**src/rtl/gaus_box_muller_ctrl.sv**
```systemverilog
// gaus_box_muller_ctrl
// Requester side of the sqrt(-2ln u) log table and core of a Box-Muller AWGN
// source. Two Galois LFSRs supply table addresses, cosine phase and sign. The
// 2-cycle table return is scaled by a quarter-wave cosine, then rounded and
// saturated to two signed Gaussian samples per enabled cycle.
// Optional build macro GAUS_BM_SEED_LOAD_EN adds a runtime seed-load port.
module gaus_box_muller_ctrl #(
  parameter int          pDAT_W = 16,
  parameter int          pFRAC  = 12,
  parameter logic [31:0] pSEED0 = 32'h1234_5678,
  parameter logic [31:0] pSEED1 = 32'h9ABC_DEF1
) (
  input  logic                     iclk,
  input  logic                     ireset,
  input  logic                     iclkena,
  input  logic                     irun,
`ifdef GAUS_BM_SEED_LOAD_EN
  input  logic                     iseed_load,
  input  logic [63:0]              iseed,
`endif
  output logic [8:0]               oaddr0,
  output logic [8:0]               oaddr1,
  input  logic [17:0]              idat0,
  input  logic [17:0]              idat1,
  output logic                     oval,
  output logic signed [pDAT_W-1:0] odat0,
  output logic signed [pDAT_W-1:0] odat1
);

  localparam int          cS    = 30 - pFRAC;
  localparam logic [31:0] cMASK = 32'h8020_0003;
  localparam logic [34:0] cRND  = 35'd1 << (cS - 1);
  localparam logic [34:0] cSAT  = (35'd1 << (pDAT_W - 1)) - 35'd1;

  // Sixteen right-shift Galois steps folded into one cycle
  function automatic logic [31:0] lfsrAdvance(input logic [31:0] s);
    logic [31:0] v;
    v = s;
    for (int i = 0; i < 16; i++) begin
      v = {1'b0, v[31:1]} ^ (v[0] ? cMASK : 32'd0);
    end
    return v;
  endfunction

  // Quarter-wave cosine sampled at bin centres, unsigned Q1.15
  function automatic logic [15:0] cosLut(input logic [3:0] k);
    logic [15:0] c;
    case (k)
      4'd0:    c = 16'd32728;
      4'd1:    c = 16'd32412;
      4'd2:    c = 16'd31785;
      4'd3:    c = 16'd30852;
      4'd4:    c = 16'd29621;
      4'd5:    c = 16'd28105;
      4'd6:    c = 16'd26319;
      4'd7:    c = 16'd24279;
      4'd8:    c = 16'd22005;
      4'd9:    c = 16'd19519;
      4'd10:   c = 16'd16846;
      4'd11:   c = 16'd14010;
      4'd12:   c = 16'd11039;
      4'd13:   c = 16'd7962;
      4'd14:   c = 16'd4808;
      default: c = 16'd1608;
    endcase
    return c;
  endfunction

  logic [31:0] r_lfsr0, r_lfsr1;
  logic [3:0]  r_ph0_d1, r_ph0_d2, r_ph1_d1, r_ph1_d2;
  logic        r_sg0_d1, r_sg0_d2, r_sg1_d1, r_sg1_d2;
  logic        r_vld_d1, r_vld_d2;
  logic [33:0] r_prod0, r_prod1;
  logic        r_sg0_m, r_sg1_m, r_vld_m;
  logic        w_issue;
  logic [34:0] w_sum0, w_sum1, w_mag0, w_mag1;
  logic [pDAT_W-1:0] w_sat0, w_sat1;

`ifdef GAUS_BM_SEED_LOAD_EN
  logic [31:0] w_seed0, w_seed1;
  assign w_seed0 = (iseed[31:0]  == 32'd0) ? pSEED0 : iseed[31:0];
  assign w_seed1 = (iseed[63:32] == 32'd0) ? pSEED1 : iseed[63:32];
  assign w_issue = irun & ~iseed_load;
`else
  assign w_issue = irun;
`endif

  assign oaddr0 = r_lfsr0[8:0];
  assign oaddr1 = r_lfsr1[8:0];

  // LFSRs advance only on an issuing cycle so every address gets a fresh state
  always_ff @(posedge iclk or negedge ireset) begin
    if (!ireset) begin
      r_lfsr0 <= pSEED0;
      r_lfsr1 <= pSEED1;
    end else if (iclkena) begin
`ifdef GAUS_BM_SEED_LOAD_EN
      if (iseed_load) begin
        r_lfsr0 <= w_seed0;
        r_lfsr1 <= w_seed1;
      end else if (w_issue) begin
`else
      if (w_issue) begin
`endif
        r_lfsr0 <= lfsrAdvance(r_lfsr0);
        r_lfsr1 <= lfsrAdvance(r_lfsr1);
      end
    end
  end

  // Two-deep phase/sign/valid delay that lines up with the table read latency
  always_ff @(posedge iclk or negedge ireset) begin
    if (!ireset) begin
      r_ph0_d1 <= '0; r_ph0_d2 <= '0; r_ph1_d1 <= '0; r_ph1_d2 <= '0;
      r_sg0_d1 <= 1'b0; r_sg0_d2 <= 1'b0; r_sg1_d1 <= 1'b0; r_sg1_d2 <= 1'b0;
      r_vld_d1 <= 1'b0; r_vld_d2 <= 1'b0;
    end else if (iclkena) begin
      r_ph0_d1 <= r_lfsr0[12:9];
      r_ph1_d1 <= r_lfsr1[12:9];
      r_sg0_d1 <= r_lfsr0[13];
      r_sg1_d1 <= r_lfsr1[13];
      r_vld_d1 <= w_issue;
      r_ph0_d2 <= r_ph0_d1;
      r_ph1_d2 <= r_ph1_d1;
      r_sg0_d2 <= r_sg0_d1;
      r_sg1_d2 <= r_sg1_d1;
      r_vld_d2 <= r_vld_d1;
    end
  end

  // Multiply stage: table magnitude times cosine of the delayed phase
  always_ff @(posedge iclk or negedge ireset) begin
    if (!ireset) begin
      r_prod0 <= '0;
      r_prod1 <= '0;
      r_sg0_m <= 1'b0;
      r_sg1_m <= 1'b0;
      r_vld_m <= 1'b0;
    end else if (iclkena) begin
      r_prod0 <= 34'(idat0) * 34'(cosLut(r_ph0_d2));
      r_prod1 <= 34'(idat1) * 34'(cosLut(r_ph1_d2));
      r_sg0_m <= r_sg0_d2;
      r_sg1_m <= r_sg1_d2;
      r_vld_m <= r_vld_d2;
    end
  end

  // Round half-up, then clamp the magnitude to the largest positive sample
  always_comb begin
    w_sum0 = {1'b0, r_prod0} + cRND;
    w_sum1 = {1'b0, r_prod1} + cRND;
    w_mag0 = w_sum0 >> cS;
    w_mag1 = w_sum1 >> cS;
    w_sat0 = (w_mag0 > cSAT) ? cSAT[pDAT_W-1:0] : w_mag0[pDAT_W-1:0];
    w_sat1 = (w_mag1 > cSAT) ? cSAT[pDAT_W-1:0] : w_mag1[pDAT_W-1:0];
  end

  // Output stage applies the random sign; data holds through bubbles
  always_ff @(posedge iclk or negedge ireset) begin
    if (!ireset) begin
      oval  <= 1'b0;
      odat0 <= '0;
      odat1 <= '0;
    end else if (iclkena) begin
      oval <= r_vld_m;
      if (r_vld_m) begin
        odat0 <= r_sg0_m ? -$signed(w_sat0) : $signed(w_sat0);
        odat1 <= r_sg1_m ? -$signed(w_sat1) : $signed(w_sat1);
      end
    end
  end

endmodule

```
**config.mk**
```make
export PLATFORM = sky130hd
export DESIGN_NAME = gaus_box_muller_ctrl
export DESIGN_NICKNAME = d
export VERILOG_FILES = /design/src/rtl/gaus_box_muller_ctrl.sv
export SDC_FILE = /design/constraint.sdc
export NUM_CORES = 2
export LEC_CHECK = 0
export ABC_AREA = 1
export BUFFER_PORTS_ARGS = -buffer_cell sky130_fd_sc_hd__buf_2
export CAP_MARGIN = 10
export CORE_MARGIN = 4
export CORE_UTILIZATION = 66
export CTS_CLUSTER_SIZE = 28
export DETAILED_ROUTE_END_ITERATION = 12
export PLACE_DENSITY = 0.88
export SETUP_SLACK_MARGIN = 0.2
export SLEW_MARGIN = 40
export SYNTH_ARGS = -nofsm -noshare
export SYNTH_HDL_FRONTEND = slang
export SYNTH_SLANG_ARGS = --single-unit
```
**constraint.sdc**
```tcl
create_clock -name iclk -period 7.42 [get_ports iclk]
set_input_delay 0.742 -clock iclk [delete_from_list [all_inputs] [get_ports iclk]]
set_output_delay 0.742 -clock iclk [all_outputs]
set_load 0.01 [all_outputs]
```
==> tab_implementation.tex <==
\begin{tabular}{lr}
\hline
Metric & Value \\
\hline
\multicolumn{2}{l}{\textbf{Finish}} \\
Fraction of layout instances using a drive strength above 1 & 0.08336 \\
Commonest cells after routing, fill and taps aside & nand2\_1, inv\_1, fa\_1, nor2\_1, ha\_1 \\
Final \#Nets & just over 4k \\
Layout filler cell count & 3,055 \\
Multi-input combinational cell area & 19,590 um2 \\
Cell area after layout & 28,220 um2 \\
Number of antenna diodes & 0 \\
Area added between synthesis and finish & 6.126\% \\
Area occupied by registers & approximately 4000 um2 \\
Most common cell after layout, fill and taps aside & nand2\_1 \\
\multicolumn{2}{l}{\textbf{Die}} \\
Total I/O pin count & 91 \\
Initial standard-cell utilization of the core & 0.6678 \\
Total die area & roughly 44,000 um2 \\
Core area & between 30,000 and 40,000 um2 \\
Row count & 73 \\
Die Y-Extent & roughly 210 um \\
Die Width & 208.7 um \\
\multicolumn{2}{l}{\textbf{Job}} \\
Max-capacitance violation count & 0 \\
\multicolumn{2}{l}{\textbf{Global route}} \\
Initial antenna violation count & 0 \\
Global-route wire length before repair & between 100 and 150 mm \\
GR Overflow Total & 0 \\
Vias in the first global route & around 23k \\
GRT Resource Usage Total & 0.3160 \\
Maximum number of pins on one net before global-route repair & 87 \\
\multicolumn{2}{l}{\textbf{Clock tree}} \\
Clock-pin slew on the worst setup and hold paths & $\sim$70 ps \\
Clock root cell & clkbuf\_16 \\
Post-CTS Hold Fix Bufs & 0 \\
Clock tree buffer depth & 2 \\
Clk\_lat worst skew & 430 ps \\
Number of H-tree levels & 4 \\
Clock tree from TritonCTS & done \\
Number of buffers added by the clock tree synthesis step & 17 \\
CTS sink count & $\sim$160 \\
\multicolumn{2}{l}{\textbf{Worst setup path}} \\
Cell count of the worst reg-to-reg path & 30 \\
Maximum single-stage delay on the critical path & approximately 550 ps \\
Reg-to-reg setup timing slack & 500 ps \\
Master of the slowest instance on the critical path & fa\_1 \\
Launch instance of the worst register-to-register path & r\_ph1\_d2[1] \\
CP most frequent cell & nand2\_1 \\
Crit end category & flop \\
Worst-path fanout max & 14 \\
Setup crit start kind & flop \\
Worst R2R End & r\_prod1[33] \\
Critical Path AT & around 7200 ps \\
Worst setup path category & flop to flop \\
Required time of the worst setup path & approximately 7700 ps \\
\multicolumn{2}{l}{\textbf{STA}} \\
Setup Total Neg Slack & 0 ps \\
Minimum setup slack in the final design & between 400 and 500 ps \\
Part of the cycle the worst path needs & 0.9328 \\
Endpoints failing setup & 0 \\
Final Skew & around 10 ps \\
Setup repair after global routing missed its margin & yes \\
Min cycle time layout & between 6000 and 7000 ps \\
Worst slew margin relative to its limit & 0.4281 \\
Final slew viol count & 0 \\
Worst slew pin tran & $\sim$860 ps \\
Final Hold Vio Count & 0 \\
F\_max & roughly 140 MHz \\
\multicolumn{2}{l}{\textbf{Yosys}} \\
Register bit count reported by yosys & 156 \\
Netlist area before placement & approximately 27,000 um2 \\
Proportion of synthesized area in mux cells & 0 \\
Main area contributors after synthesis & fa\_1, ha\_1, dfrtp\_1 \\
Area fraction of the dominant cell type after synthesis & 0.3101 \\
Post-synth cell types & 58 \\
EDFF count, synth & 0 \\
Main combinational cell family by area after synthesis & adder cells \\
Adder-cell area share of the yosys netlist & 0.4287 \\
Async set or reset register ratio after synthesis & 1.000 \\
Basic-gate share of the synthesized area counting and, or, nand and nor cells & 0.1945 \\
Xor and xnor area share after synthesis & 0.03736 \\
Yosys warning total & 0 \\
Fraction of the mapped netlist area in compound gates & 0.07410 \\
Most instantiated flip-flop cell in the synthesis netlist & dfrtp\_1 \\
Mean instance size in the synthesized netlist & 7.915 um2 \\
Post-Syn Instances & between 3k and 4k \\
Most area-hungry cell type in the Yosys netlist & fa\_1 \\
Sequential fraction of the synthesis area & 0.1483 \\
Post-synthesis net count & $\sim$4.1k \\
\multicolumn{2}{l}{\textbf{Placed design}} \\
Routability Congestion & 0.9747 \\
Half-perimeter wire length after detailed placement & around 54 mm \\
Post-Place Cell Area & $\sim$27,000 um2 \\
I/O Buffers & 90 \\
Pre-CTS worst setup slack & 351.7 ps \\
\multicolumn{2}{l}{\textbf{Status}} \\
Run status & completed \\
\multicolumn{2}{l}{\textbf{Route}} \\
Wire length on met3 & approximately 6.6 mm \\
Detailed Route Iter0 Violations & 2,102 \\
Via density per instance & approximately 5.7 \\
Sum of routed wire length over all layers & around 67 mm \\
Remaining routing DRC violations & 0 \\
Met1 WL & about 27 mm \\
Number of iterations in the first detailed-routing pass & 6 \\
Post-route antenna net violation count & 0 \\
Average wire per cell in the routed design & roughly 17 um \\
Vias & roughly 22k \\
Met2 WL post-DR & 31.01 mm \\
Highest Signal Layer & met4 \\
\multicolumn{2}{l}{\textbf{Min path}} \\
Path class of the lowest-slack min-delay path & input pin to asynchronous set/reset pin \\
\hline
\end{tabular}
-- cell usage after synthesis, types with 4 or more instances --
library cell	count
nand2_1	732
xnor3_1	8
ha_1	252
or2_2	11
buf_4	19
fa_1	412
clkbuf_1	73
o211ai_1	6
o21ai_1	27
xor2_1	48
a21boi_0	4
nor3_1	16
o21ai_0	176
inv_2	8
inv_1	670
a21oi_2	5
nand4_1	19
nand2_2	11
dfrtp_1	123
dfstp_2	33
nor4_1	4
buf_2	5
a31oi_1	12
buf_1	23
nor2_1	373
nand3b_1	5
a21oi_1	88
clkinv_1	7
o21a_1	7
nand3_1	96
a21o_1	9
xnor2_1	34
-- state kept, by name (all words and copies together), names as in the netlist --
signal and cells:
r_lfsr0 32, r_lfsr1 32, r_prod0 17, r_prod1 17, odat0 16, odat1 16, r_ph0_d1 4, r_ph0_d2 4
r_ph1_d1 4, r_ph1_d2 4, oval 1, r_sg0_d1 1, r_sg0_d2 1, r_sg0_m 1, r_sg1_d1 1, r_sg1_d2 1
r_sg1_m 1, r_vld_d1 1, r_vld_d2 1, r_vld_m 1
-- kinds of logic after synthesis --
kind of cell               after synthesis
and+or+nand+nor                       1282
buffers and inverters                  806
adders and majority gates              664
AOI/OAI and AO/OA                      358
DFF                                    156
xor gates and xnor gates                94
-- how the worst max path moves through the flow --
stage,from,to,cells past startpoint
after floorplan,r_ph0_d2[0],r_prod0[27],30
after global placement,r_ph1_d2[2],r_prod1[33],26
after detailed placement,r_ph1_d2[0],r_prod1[33],31
after CTS,r_ph1_d2[0],r_prod1[33],31
after global routing,r_ph1_d2[1],r_prod1[33],30
final,r_ph1_d2[1],r_prod1[33],30
-- through the flow --
stage | hold WS, ps | cells | util
3_3_place_gp | 415.1 | 3893 | 0.6898
5_1_grt | 369.6 | 3932 | 0.7087
3_5_place_dp | 441.3 | 3893 | 0.6901
4_1_cts | 381.1 | 3923 | 0.7050
6_report | 300.9 | 3932 | 0.7087
2_1_floorplan | 402.4 | 3360 | -
-- what timing repair did --
action	4_1_cts	5_1_grt
resized for setup	0	25
endpoints found under the setup margin	0	29
setup buffers	0	9
-- routing by layer --
| metal | GRT usage | up-vias |
|---|---|---|
| met4 | 0.1089 | 0 |
| met5 | 0 | - |
| met1 | 0.4413 | 10800 |
| li1 | - | 10230 |
| met2 | 0.4992 | 1036 |
| met3 | 0.06501 | 220 |
-- final cells by class --
cell class                      count  area share
Clock buffer                       18     0.01521
Clock inverter                     12    0.005808
Inverter                          685     0.09186
Multi-Input combinational cell   2398      0.6940
Sequential cell                   156      0.1400
Tap cell                          525     0.02327
Timing Repair Buffer              138     0.02984
-- worst max-delay path, delay by kind of cell (launching register included) --
kind            cells  cell delay [ps]
simple gates       13             1290
compound gates      4              640
buf+inv             5              740
flops               1              450
fa+ha+maj           8             3650
Power is left out: the tool's default activity adds up to more than one toggle a clock period on the data nets, which glitch-free logic cannot reach.
